## src/rtl/fg_cfg_pkg.sv

```systemverilog
// Shared types and constants for the function generator config writer.
// Holds the FSM state type, register geometry and phase-length minimums.
package fg_cfg_pkg;

  localparam int CR_COUNT         = 8;
  localparam int CR_BITWIDTH      = 8;
  localparam int CR_ADDR_BITWIDTH = 3;
  localparam int SYNC_STAGES      = 2;

  localparam int MIN_SETUP_CYCLES  = 1;
  localparam int MIN_STROBE_CYCLES = SYNC_STAGES + 1;
  localparam int MIN_HOLD_CYCLES   = SYNC_STAGES;

  localparam int TIMER_W   = 8;
  localparam int MAX_PHASE = 2 ** TIMER_W;

  typedef enum logic [1:0] {
    ST_IDLE,
    ST_SETUP,
    ST_STROBE,
    ST_HOLD
  } cfgwr_state_t;

  // CR0 lives in the top byte of the burst word.
  function automatic logic [CR_BITWIDTH-1:0] burst_byte(
    input logic [CR_COUNT*CR_BITWIDTH-1:0] word,
    input logic [CR_ADDR_BITWIDTH-1:0]     idx
  );
    return word[{~idx, 3'b000} +: CR_BITWIDTH];
  endfunction

endpackage

```

## src/rtl/fg_cfgwr_phase_timer.sv

```systemverilog
// Loadable down-counter with zero flag.
// One instance times every bus phase; reloaded on each phase entry.
module fg_cfgwr_phase_timer
  import fg_cfg_pkg::*;
(
  input  logic               clk_i,
  input  logic               rstn_i,
  input  logic               load,
  input  logic [TIMER_W-1:0] load_value,
  output logic               zero
);

  logic [TIMER_W-1:0] cnt;

  // Count down to zero, reload on request.
  always_ff @(posedge clk_i) begin
    if (!rstn_i) begin
      cnt <= '0;
    end else if (load) begin
      cnt <= load_value;
    end else if (cnt != '0) begin
      cnt <= cnt - 1'b1;
    end
  end

  assign zero = (cnt == '0);

endmodule

```

## src/rtl/fg_config_writer.sv

```systemverilog
// Config bus writer: sequences addr/data/enable with setup, strobe, hold.
// Optional register mirror on shadow_o when FG_CFGWR_SHADOW_EN is defined.
module fg_config_writer
  import fg_cfg_pkg::*;
#(
  parameter int SETUP_CYCLES  = 2,
  parameter int STROBE_CYCLES = 4,
  parameter int HOLD_CYCLES   = 2
)(
  input  logic                        clk_i,
  input  logic                        rstn_i,
  input  logic                        req_valid_i,
  output logic                        req_ready_o,
  input  logic [CR_ADDR_BITWIDTH-1:0] req_addr_i,
  input  logic [CR_BITWIDTH-1:0]      req_data_i,
  input  logic                        burst_i,
  input  logic [63:0]                 burst_data_i,
  output logic [CR_BITWIDTH-1:0]      bus_data_o,
  output logic [CR_ADDR_BITWIDTH-1:0] bus_addr_o,
  output logic                        bus_en_o,
  output logic                        busy_o,
`ifdef FG_CFGWR_SHADOW_EN
  output logic [63:0]                 shadow_o,
`endif
  output logic                        done_o
);

  if (SETUP_CYCLES < MIN_SETUP_CYCLES ||
      SETUP_CYCLES > MAX_PHASE) begin : g_bad_setup
    $error("fg_config_writer: SETUP_CYCLES out of range");
  end
  if (STROBE_CYCLES < MIN_STROBE_CYCLES ||
      STROBE_CYCLES > MAX_PHASE) begin : g_bad_strobe
    $error("fg_config_writer: STROBE_CYCLES out of range");
  end
  if (HOLD_CYCLES < MIN_HOLD_CYCLES ||
      HOLD_CYCLES > MAX_PHASE) begin : g_bad_hold
    $error("fg_config_writer: HOLD_CYCLES out of range");
  end

  localparam logic [TIMER_W-1:0] SETUP_LD  = TIMER_W'(SETUP_CYCLES - 1);
  localparam logic [TIMER_W-1:0] STROBE_LD = TIMER_W'(STROBE_CYCLES - 1);
  localparam logic [TIMER_W-1:0] HOLD_LD   = TIMER_W'(HOLD_CYCLES - 1);

  cfgwr_state_t                state;
  logic [63:0]                 word_q;
  logic                        burst_q;
  logic [CR_ADDR_BITWIDTH-1:0] k;
  logic                        accept;
  logic                        last;
  logic                        t_load;
  logic [TIMER_W-1:0]          t_value;
  logic                        t_zero;

  assign accept = req_valid_i & req_ready_o;
  assign last   = ~burst_q | (k == CR_ADDR_BITWIDTH'(CR_COUNT - 1));

  fg_cfgwr_phase_timer u_timer (
    .clk_i      (clk_i),
    .rstn_i     (rstn_i),
    .load       (t_load),
    .load_value (t_value),
    .zero       (t_zero)
  );

  // Reload the phase timer on every state entry.
  always_comb begin
    t_load  = 1'b0;
    t_value = '0;
    unique case (state)
      ST_IDLE: begin
        if (accept) begin
          t_load  = 1'b1;
          t_value = SETUP_LD;
        end
      end
      ST_SETUP: begin
        if (t_zero) begin
          t_load  = 1'b1;
          t_value = STROBE_LD;
        end
      end
      ST_STROBE: begin
        if (t_zero) begin
          t_load  = 1'b1;
          t_value = HOLD_LD;
        end
      end
      ST_HOLD: begin
        if (t_zero && !last) begin
          t_load  = 1'b1;
          t_value = SETUP_LD;
        end
      end
      default: ;
    endcase
  end

  // Transaction FSM with registered bus and handshake outputs.
  always_ff @(posedge clk_i) begin
    if (!rstn_i) begin
      state       <= ST_IDLE;
      word_q      <= '0;
      burst_q     <= 1'b0;
      k           <= '0;
      req_ready_o <= 1'b0;
      busy_o      <= 1'b0;
      done_o      <= 1'b0;
      bus_en_o    <= 1'b0;
      bus_data_o  <= '0;
      bus_addr_o  <= '0;
    end else begin
      done_o <= 1'b0;
      unique case (state)
        ST_IDLE: begin
          req_ready_o <= 1'b1;
          if (accept) begin
            state       <= ST_SETUP;
            req_ready_o <= 1'b0;
            busy_o      <= 1'b1;
            word_q      <= burst_data_i;
            burst_q     <= burst_i;
            k           <= '0;
            if (burst_i) begin
              bus_addr_o <= '0;
              bus_data_o <= burst_byte(burst_data_i, '0);
            end else begin
              bus_addr_o <= req_addr_i;
              bus_data_o <= req_data_i;
            end
          end
        end
        ST_SETUP: begin
          if (t_zero) begin
            state    <= ST_STROBE;
            bus_en_o <= 1'b1;
          end
        end
        ST_STROBE: begin
          if (t_zero) begin
            state    <= ST_HOLD;
            bus_en_o <= 1'b0;
          end
        end
        ST_HOLD: begin
          if (t_zero) begin
            if (last) begin
              state       <= ST_IDLE;
              done_o      <= 1'b1;
              req_ready_o <= 1'b1;
              busy_o      <= 1'b0;
            end else begin
              state      <= ST_SETUP;
              k          <= k + 1'b1;
              bus_addr_o <= k + 1'b1;
              bus_data_o <= burst_byte(word_q, k + 1'b1);
            end
          end
        end
        default: state <= ST_IDLE;
      endcase
    end
  end

`ifdef FG_CFGWR_SHADOW_EN
  logic [63:0] shadow_q;

  // Mirror the byte being written on its last strobe cycle.
  always_ff @(posedge clk_i) begin
    if (!rstn_i) begin
      shadow_q <= '0;
    end else if (state == ST_STROBE && t_zero) begin
      shadow_q[{~bus_addr_o, 3'b000} +: CR_BITWIDTH] <= bus_data_o;
    end
  end

  assign shadow_o = shadow_q;
`endif

endmodule

```

## config.mk

```make
export PLATFORM = sky130hd
export DESIGN_NAME = fg_config_writer
export DESIGN_NICKNAME = d
export VERILOG_FILES = /design/src/rtl/fg_cfg_pkg.sv /design/src/rtl/fg_cfgwr_phase_timer.sv /design/src/rtl/fg_config_writer.sv
export SDC_FILE = /design/constraint.sdc
export NUM_CORES = 1
export LEC_CHECK = 0
export CORE_MARGIN = 2
export CORE_UTILIZATION = 25
export DETAILED_ROUTE_END_ITERATION = 10
export PLACE_DENSITY = 0.43
export SYNTH_ARGS = -nofsm -noshare
export SYNTH_HDL_FRONTEND = slang
export SYNTH_SLANG_ARGS = --single-unit
```

## constraint.sdc

```tcl
create_clock -name clk_i -period 4.1 [get_ports clk_i]
set_input_delay 0.82 -clock clk_i [delete_from_list [all_inputs] [get_ports clk_i]]
set_output_delay 0.82 -clock clk_i [all_outputs]
set_load 0.1 [all_outputs]
```

==> summary.md, run 1 <==
The core region is 0.01670 sq mm. The number of buffers and inverters on the critical path came out at 1. For the clock network fraction of total power, the log shows 21.6%. TritonCTS built the clock tree. Summed over all nets, the switching power comes to 1687 uW. By startpoint and endpoint, the worst setup path is classified as reg -> out. For this design, the sink count on the clock tree is 93. After filler insertion, the fill cell instance count of the layout stands at 1798. The die area was 0.01822 sq mm; the number of I/O pins was 94.

The worst path meets setup with 1.328 ns of slack. STA classifies the critical path startpoint as a flop. Counting flops and latches in the post-synthesis netlist gives 93.

The number of vias after detailed routing is 3923. Cell internal power was estimated by the tool at 2164 uW. Clock latency on the worst-skew pair, taken at its later pin, is 0.34 ns.

Counting flops with a built-in enable in the synthesized netlist gives 0. The initial DRC count is 261, and the post-synthesis net count is 616. The worst setup path is captured at an output pin. The share of total power dissipated in combinational logic is 45.7%. Entering global routing, the biggest net connects 65 pins. The CTS clock-pin slew for the worst setup and hold paths is 0.06 ns. The die is 135.0 um tall. The first global-routing pass estimated 21300 um of wire. The share of the clock period used by the worst path was 67.60%; the post-detailed-route DRC marker count was 0. Across the VDD grid, the largest voltage drop is 448.3 uV. In the final design database the tool counted 686 nets. The post-CTS setup buffer count came out at 0. The biggest area contributor in the post-synthesis netlist is sky130_fd_sc_hd__dfxtp_1. Counting the buffers created by CTS gives 9. The max-slew violation count is 0. Headroom to the max-slew limit came out at 22.76%. Summed over all cells, the static leakage comes to 0.001868 uW.

Data on the critical path is required at its endpoint by 3.28 ns. Setup repair after global routing left no endpoint under its margin. The congestion estimate from routability-driven global placement came to 0.7981.

The run gives 15.26% as the overall global routing resource usage. Before CTS, the worst setup slack after placement is 1.073 ns. Clock tree buffer depth: 2.

The type of the tightest min-delay check is reg -> reg. The quantity of gates resized following cts came out at 0. The tools report the clock root buffer master as sky130_fd_sc_hd__clkbuf_16. By count the netlist is led by sky130_fd_sc_hd__nand2_1, sky130_fd_sc_hd__dfxtp_1, sky130_fd_sc_hd__a21oi_1, sky130_fd_sc_hd__mux2i_1, sky130_fd_sc_hd__clkbuf_1. The largest stage delay on the critical path was 1.18 ns. For the number of instances in the synthesized netlist, the log shows 529. The number of port buffers was 93; the number of buffers inserted by hold repair at cts was 0. The clock arrives with 0.007390 ns of skew. Traced cell by cell, the critical path runs through clkdlybuf4s50_1. The largest individual stage delay along the critical path comes from the cell sky130_fd_sc_hd__clkdlybuf4s50_1.

Registers are responsible for 32.7% of the overall power. The largest fanout of any net on the critical path came out at 6. Grouping stages by cell kind, the critical path spends the most delay in buffers and inverters. The most frequently used cell type in the post-synthesis netlist was sky130_fd_sc_hd__nand2_1.

For the footprint of the multi-input gates, the log shows 0.002235 sq mm. The total overflow left after global routing is 0. For the worst setup path, the data arrival time is 1.95 ns. Counting tap cells, the placed design contains a total of 808 instances. The number of rows created at floorplan was 47; the total inserted antenna cells was 0. The number of search-and-repair iterations in the first detailed-routing pass is 4.

The via count of the first global-routing pass was 3938; the per-instance average area after synthesis was 8.108 sq um. The footprint of the flip-flops and latches was 0.001862 sq mm. The instance area at placement was 0.005363 sq mm; the net switching share of the total power was 43.80%. Using the TritonRoute via totals, the vias-per-cell ratio works out to 4.761. The clock tree synthesis step divided the H-tree into 3 levels.

The run gives 3851 uW as the total power. The logs give 0 for the number of antenna violations at the first check in global routing and 0 for the number of antenna-violating nets in the routed design. In the post-synthesis netlist, the biggest area contributors are sky130_fd_sc_hd__dfxtp_1, sky130_fd_sc_hd__nand2_1, sky130_fd_sc_hd__mux2i_1. For this block, the routed nets add up to 13480 um of wire.

The cell area after layout came out at 0.005658 sq mm. The run finished with clean final reports. The setup total negative slack is 0 ns, and the area growth from synthesis to final layout is 31.91%. Across the run, the number of max-cap violations was 0. The tools report the number of setup violations in the final report as 0.

The share of the synthesized area in the top cell type was 43.41%; the time the final worst path needs with I/O delays and setup was 2.772 ns. The most used flip-flop cell after synthesis is sky130_fd_sc_hd__dfxtp_1. The logs give 25.68% for the initial standard-cell utilization of the core and 360.8 MHz for the maximum clock rate. For the pin with the worst max-slew slack, the measured transition is 1.159 ns.

The share of flip-flops with an asynchronous set or reset after synthesis was 0%; the power density over the cells was 680.6 mW/mm^2. Of the cells placed in the final design, the portion with a size suffix greater than 1 is 5.132%. Portion of the post-synthesis area used by sequential elements: 43.41%. The hold violation total from the final report was 0. After synthesis, the netlist uses 45 different library cells.

The HPWL after detailed placement is 9937 um. The number of standard cells in the layout, taps in and fillers out is 824, and the count of warnings emitted by yosys is 0. The mapped netlist covers 0.004289 sq mm. In this run the horizontal extent of the chip is 135.0 um.

The average routed wire per standard cell is 16.36 um.
==> logic make-up (layout without fill, tap and decap cells) <==
family,count (synthesis),count (layout),synth area share [%]
flops,93,93,43.41
mux,46,46,10.74
fa+ha+maj,8,8,2.334
simple gates,199,199,20.27
compound gates,137,137,18.61
buf+inv,46,121,4.638
==> power groups by stage <==
stage	combinational (uW)	clock (uW)	sequential, uW
finish	1760	833	1260
global route	1930	894	1290
CTS	1760	860	1260
detailed placement	1760	0	1280
global placement	1750	0	1280
floorplan	911	0	1680
==> cells in the final DEF, fill, tap and decap left out, drive strengths merged, types with 3 or more instances in the layout <==
cell             n
nand2          140
dfxtp           93
clkdlybuf4s50   93
a21oi           85
mux2i           46
nor2            21
o22ai           16
clkbuf          13
nor3            12
a211oi          12
ha               8
inv              8
o21ai            7
nand3b           6
nand3            5
buf              4
nor4             3
==> layout make-up <==
type / instances / share of cell area, %
Tap cell: 220 / 4.865
Multi-Input combinational cell: 390 / 39.50
Sequential cell: 93 / 32.91
Clock inverter: 3 / 0.7961
Inverter: 8 / 0.5307
Timing Repair Buffer: 97 / 16.98
Clock buffer: 13 / 4.423
==> routing by layer <==
metal	GRT usage (%)	part of all wire [%]	vias up
met3	4.204	5.4	4
met2	24.31	47	93
met1	20.84	47	1848
met4	2.894	0.58	0
met5	0	0	-
li1	-	-	1978
==> sequential cells by signal (all words and copies together), names as in the netlist, 2 cells and up <==
| signal | flops |
|---|---|
| bus_addr_o | 3 |
| bus_data_o | 8 |
| k | 3 |
| state | 2 |
| u_timer.cnt | 8 |
| word_q | 64 |
==> metrics by stage <==
stage               util (%)  hold WS, ns
floorplan                  -       0.4357
global placement       32.11       0.4434
detailed placement     32.11       0.4461
CTS                    33.88       0.4542
global route           33.88       0.4748
finish                 33.88       0.4529
==> final timing paths <==
check             slack, ns             to        start  cells after the start
setup / recovery       1.33    req_ready_o  req_ready_o                      1
hold / removal         0.45     word_q[52]   word_q[52]                      2
setup reg to reg       1.55  bus_data_o[1]         k[1]                      5
hold reg to reg        0.45     word_q[52]   word_q[52]                      2
Power figures use the tool's default switching activity.
==> inputs of run 2 (changes only) <==
- clock period: 4.1 -> 2.8 ns (I/O delays scaled with it)
==> summary.md, run 2 (synthesis gave the netlist of run 1 again) <==
The flow ran to the end, and the final reports show no timing, DRC or antenna violations. At the worst endpoint, the required time is 2.99 ns. From bottom edge to top edge, the die measures 135.0 um. The detailed placer's ending HPWL was 10130 um; the total net switching power was 2473 uW. The run gives 0.001862 sq mm as the footprint of the flip-flops and latches. The clock root buffer master was sky130_fd_sc_hd__clkbuf_16. The type of the tightest min-delay check is reg -> reg. The number of clock buffers added by TritonCTS is 9. Buffers inserted to repair hold after CTS numbered 0. Summing all multi-input logic gate instances after layout gives 0.002235 sq mm. Summed over all layers, the global routing overflow is 0. Leaving out fill and tap cells, the most frequent cell in the layout is sky130_fd_sc_hd__nand2_1. The family with the most delay on the worst path is simple AND/OR/NAND/NOR gates. The tools report the count of clock tree sinks as 93.

The share of the clock period used by the worst path was 79.47%. The tools report the startpoint type of the worst setup path as a flop. After the first detailed-routing iteration, the DRC count stood at 233. Internal power comes to 3159 uW. Net switching is 43.91% of the power. The die width was 135.0 um.

The detailed router placed 3921 vias in this run. The largest net degree at the start of global routing is 67, and the wire length of the first global-routing pass is 20970 um. The count of cells in the finished layout, fillers not included, comes to 832.

The total power was 5632 uW; the max-slew violation count was 0. The overall global routing resource usage is 15.11%, and the area growth from synthesis to final layout is 32.93%. Largest fanout of any net on the critical path: 13. Derived from the worst setup path, the maximum achievable clock frequency is 449.4 MHz. The via count of the first global-routing pass was 3933.

The type of destination of the critical path was a flop. The instance count after placement with tap cells included is 816. Share of layout cells above drive strength 1: 8.824%. Setup repair after global routing left no endpoint under its margin.

The relative contribution of sequential cells to total power is 32.9%. The total inserted antenna cells is 0, and the count of nets after finishing is 694. The worst-case vdd ir drop was 411.7 uV.

Subtracting the final worst setup slack from the clock period gives 2.225 ns. The number of antenna-violating nets in the routed design is 0. The placer congestion estimate was 0.8595; the max capacitance violation total was 0. The register with the most flip-flops in the layout has 64 of them. The classification of the worst setup path was reg -> reg.

In the routed design, unresolved DRC markers number 0. The number of port buffers came out at 93. The run gives 0 ns as the setup total negative slack. On the critical path, the stage with the largest delay is an instance of sky130_fd_sc_hd__nor2_2.

TritonCTS built the clock tree. The H-tree was split into 3 levels. The final clock skew was 0.005130 ns. The largest registers in the layout are word_q: 64 flops, bus_data_o: 8 flops, u_timer.cnt: 8 flops. The initial standard-cell utilization of the core was 25.68%. In the layout the commonest cells are sky130_fd_sc_hd__nand2_1, sky130_fd_sc_hd__dfxtp_1, sky130_fd_sc_hd__a21oi_1.

For this design the ratio of total power to cell area is 987.7 mW/mm^2. Total of fill cells in the finished design: 1824. Area of the core region: 0.01670 sq mm.

Data arrives at the worst endpoint at 2.41 ns. The hold violation total from the final report was 0; the clock network fraction of total power was 21.2%. After clock tree synthesis, the repair step resized 0 gates. The worst pin sits at a relative slew slack of 56.80%.

The number of buffers and inverters on the critical path came out at 1. Vias per cell: 4.713. The run gives 34.14% as the final standard cell utilization of the core.

The post-CTS setup buffer count is 0. After detailed routing, the total wire length is 13680 um. The clock tree buffer depth is 2, and the number of antenna violations at the first check in global routing is 0. Traced cell by cell, the critical path runs through inv_1 -> ha_1 -> nor2b_1 -> a31oi_1 -> nor2_2 -> a211oi_1. In this run the count of I/O pins placed on the die edge is 94. The insertion delay to the later sink of the worst-skew pair is 0.34 ns. The tools report the number of rows created at floorplan as 47.

On the worst path, the slowest cell contributes a delay of 0.56 ns. The logs give 0.01822 sq mm for the die area and 0 for the number of setup violations in the final report. The logs give 0.001953 uW for the leakage power of the design and 5 for the number of search-and-repair iterations in the first detailed-routing pass.

CTS clock-pin slew for the worst setup and hold paths: 0.06 ns. The tools report the portion of total power attributed to combinational logic as 45.9%. Ranked by flip-flop count, first place goes to word_q. In the final routed layout, each cell accounts on average for 16.44 um. At the pin with the least slew margin, the transition time is 0.6474 ns.
==> run 2: cell type report <==
type / instances / share of cell area (%)
timing repair buffer: 105 / 17.69
clock buffer: 16 / 5.113
sequential: 93 / 32.65
tap: 220 / 4.828
inverter: 8 / 0.5267
multi-input combinational: 390 / 39.19
==> run 2: layer usage <==
layer | vias to the layer above | GRT usage (%) | share of wire [%]
met3 | 15 | 3.529 | 5.0
met2 | 103 | 22.67 | 43
met4 | 0 | 5.324 | 2.0
li1 | 1991 | - | -
met1 | 1812 | 21.20 | 50
met5 | - | 0 | 0
==> run 2: worst reg2reg max path, stage by stage (launching register included) <==
cell and delay, ns:
sky130_fd_sc_hd__dfxtp_1 0.33, sky130_fd_sc_hd__inv_1 0.12, sky130_fd_sc_hd__ha_1 0.36, sky130_fd_sc_hd__nor2b_1 0.41, sky130_fd_sc_hd__a31oi_1 0.13, sky130_fd_sc_hd__nor2_2 0.56
sky130_fd_sc_hd__a211oi_1 0.17
==> run 2: power by group through the flow <==
stage | clock, uW | sequential [uW] | combinational (uW)
floorplan | 0 | 2460 | 1330
global placement | 0 | 1880 | 2570
detailed placement | 0 | 1890 | 2600
CTS | 1230 | 1860 | 2600
global route | 1280 | 1900 | 2830
finish | 1190 | 1850 | 2580
==> run 2: path summary, 6_finish.rpt <==
kind	startpoint	end	slack, ns	cells past startpoint
hold / removal	word_q[20]	word_q[20]	0.45	2
hold reg to reg	word_q[20]	word_q[20]	0.45	2
setup reg to reg	state[0]	bus_data_o[4]	0.57	6
setup / recovery	state[0]	bus_data_o[4]	0.57	6
==> run 2: through the flow <==
| stage | setup WS [ns] | cell area [sq um] | hold WS [ns] |
|---|---|---|---|
| after global placement | 0.4749 | 5410 | 0.4417 |
| after floorplan | 0.7482 | 4289 | 0.4357 |
| after global routing | 0.3616 | 5702 | 0.4710 |
| after CTS | 0.6085 | 5702 | 0.4557 |
| after detailed placement | 0.4303 | 5410 | 0.4461 |
| final | 0.5749 | 5702 | 0.4542 |
==> inputs of run 3 (changes only) <==
- clock period: 2.8 -> 2.3 ns (I/O delays scaled with it)
==> summary.md, run 3 (synthesis gave the netlist of run 1 again) <==
The flow ran to the end, and the final reports show no timing, DRC or antenna violations. The longest clock path from root to sink contains 2 buffers. The startpoint identified for the worst hold timing path is word_q[56].

The worst setup path is captured at a flop. For the largest net degree at the start of global routing, the log shows 67. The critical path crosses 7 cells after its start point. The tools report the clock root buffer master as sky130_fd_sc_hd__clkbuf_16. The number of setup violations in the final report came out at 0. The critical path is of the reg -> reg type. Setup repair after global routing left no endpoint under its margin.

The via count of the first global-routing pass is 3922. The CTS clock-pin slew for the worst setup and hold paths was 0.06 ns; the worst-case vdd ir drop was 578.6 uV. From bottom edge to top edge, the die measures 135.0 um. The wire length of the first global-routing pass was 21270 um.

The run gives 0.35 ns as the insertion delay to the later sink of the worst-skew pair. The tools report the leakage power of the design as 0.001971 uW. After floorplanning, the core was divided into 47 placement rows. The worst setup path is launched from a flop. The first routing iteration left 247 violations. The library cell used most frequently in the layout, excluding fill and tap cells, is sky130_fd_sc_hd__nand2_1. In the final layout, the registers with the most flip-flops are word_q: 64 flops, bus_data_o: 8 flops, u_timer.cnt: 8 flops. The run gives 0.8716 as the placer congestion estimate. The number of search-and-repair iterations in the first detailed-routing pass came out at 4. In this run the register-to-register setup slack is 0.26 ns.

The required time of the worst setup path is 2.52 ns, and the die width is 135.0 um. The tools report the worst hold-check slack as 0.4527 ns. Among cell families on the critical path, the largest total delay comes from simple AND/OR/NAND/NOR gates. The top cell types in the final layout, fill and taps aside, are sky130_fd_sc_hd__nand2_1, sky130_fd_sc_hd__dfxtp_1, sky130_fd_sc_hd__a21oi_1. The worst-case reg-to-reg path depth is 7, and the number of buffers and inverters on the critical path is 2. Once the floorplan was initialized, standard cells occupied 25.68% of the core. Clock tree synthesis inserted a total of 9 buffers. The clock net in this run drives a total of 93 sinks. The footprint of the flip-flops and latches was 0.001862 sq mm; the number of antenna-violating nets in the routed design was 0. After clock tree synthesis, the repair step resized 0 gates. For this run, the post-layout net count is 698.

The signal on the critical path passes through inv_1 -> ha_1 -> nor2b_1 -> a31oi_1 -> nor2_2 -> buf_4 -> a211oi_1. The endpoint with the worst hold slack was word_q[56]. The HPWL after detailed placement is 10130 um.

The number of hold buffers added after CTS was 0. Power spread over the standard cell area amounts to 1196 mW/mm^2. In the final layout, the share of cells above drive strength 1 is 9.253%.

The register with the most flip-flops is word_q. Summing over every cut layer, the via total after detailed routing is 3938. Of the available clock period, the critical path in the final layout requires 88.53%. Across every metal layer, demand over resource in global routing totals 15.33%. Dividing the detail-routed wire length by the instance count gives 16.23 um. Summing all multi-input logic gate instances after layout gives 0.002235 sq mm. The total inserted antenna cells is 0, and the maximum clock rate is 491.1 MHz.

For the pin with the worst max-slew slack, the measured transition is 0.5230 ns. The number of flip-flops under the largest register name is 64. The run gives 94 as the number of I/O pins. In this run the number of H-tree levels came out at 3.

The type of the tightest min-delay check is reg -> reg. The floorplan step defined a die boundary enclosing 0.01822 sq mm. The run gives 0 as the max-slew violation count.

Of all nets on the critical path, the largest fanout is 11. On the final layout, the worst clock skew is 0.006264 ns. On the critical path, the stage with the largest delay is an instance of sky130_fd_sc_hd__nor2b_1. In this design, the stage delay of the slowest critical-path cell is 0.41 ns. The hold violation total from the final report was 0; the instance count along the most critical hold path was 2. The total area inside the core boundary comes to 0.01670 sq mm. The setup total negative slack is 0 ns. The total of fill cells in the finished design was 1800; the max capacitance violation total was 0.

Measured against its own limit, the worst slew margin works out to 64.87%. TritonCTS built the clock tree. The final layout contains routed wiring with a total length of 13570 um. The worst register-to-register path begins at state[0].

The terminus of the critical flop-to-flop path was bus_data_o[6]. In the routed design, unresolved DRC markers number 0. Once the clock tree was built, the setup fixing pass inserted 0 buffers.

The number of antenna violations at the first check in global routing was 0; the area growth from synthesis to final layout was 33.78%. The vias per cell is 4.711. The global-route congestion overflow total is 0, and the number of port buffers is 93. The time the final worst path needs with I/O delays and setup works out to 2.036 ns. The data arrival time of the worst path came out at 2.25 ns.
==> run 3: cell count changes in the layout (fill, tap and decap cells not counted) <==
cell                       change
sky130_fd_sc_hd__buf_12        +2
sky130_fd_sc_hd__buf_4         +2
sky130_fd_sc_hd__clkbuf_8      -2
sky130_fd_sc_hd__clkbuf_1      +1
sky130_fd_sc_hd__clkinv_2      +1
==> run 3: routing by layer <==
layer	vias to the layer above	GRT usage, %	part of all wire [%]
li1	2004	-	-
met1	1812	21.09	50
met2	99	23.27	44
met3	23	2.740	3.8
met4	0	7.234	2.8
met5	-	0	0
==> run 3: cell type report <==
type,count,share of cell area (%)
multi-input combinational,390,38.94
sequential,93,32.45
tap,220,4.797
inverter,8,0.5233
clock inverter,1,0.08722
clock buffer,15,4.666
timing repair buffer,109,18.53
==> run 3: through the flow <==
stage / setup slack, ns / total power [uW] / cell area, sq um / std cells / util [%]
floorplan: 0.2482 / 4620 / 4289 / 529 / -
global placement: 0.2234 / 5483 / 5465 / 820 / 32.72
detailed placement: 0.1981 / 5515 / 5465 / 820 / 32.72
CTS: 0.2665 / 6937 / 5738 / 836 / 34.36
global route: 0.04896 / 7319 / 5738 / 836 / 34.36
finish: 0.2639 / 6861 / 5738 / 836 / 34.36
==> run 3: worst max path at each step <==
| stage | endpoint | startpoint |
|---|---|---|
| detailed placement | bus_data_o[6] | req_valid_i |
| global route | bus_addr_o[1] | state[0] |
| finish | bus_data_o[6] | state[0] |
| global placement | bus_data_o[0] | req_valid_i |
| floorplan | bus_addr_o[1] | req_ready_o |
| CTS | bus_data_o[6] | state[0] |
==> run 3: where the power goes <==
part | switching (uW) | internal (uW)
Sequential | 283 | 1980
Combinational | 2150 | 1050
Clock | 610 | 793
==> run 3: worst reg2reg max path: cells and delay by family, from the launching register on <==
family          cells  cell delay [ns]
compound gates      2             0.22
fa+ha+maj           1             0.38
buf+inv             2             0.35
flops               1             0.33
simple gates        2             0.64
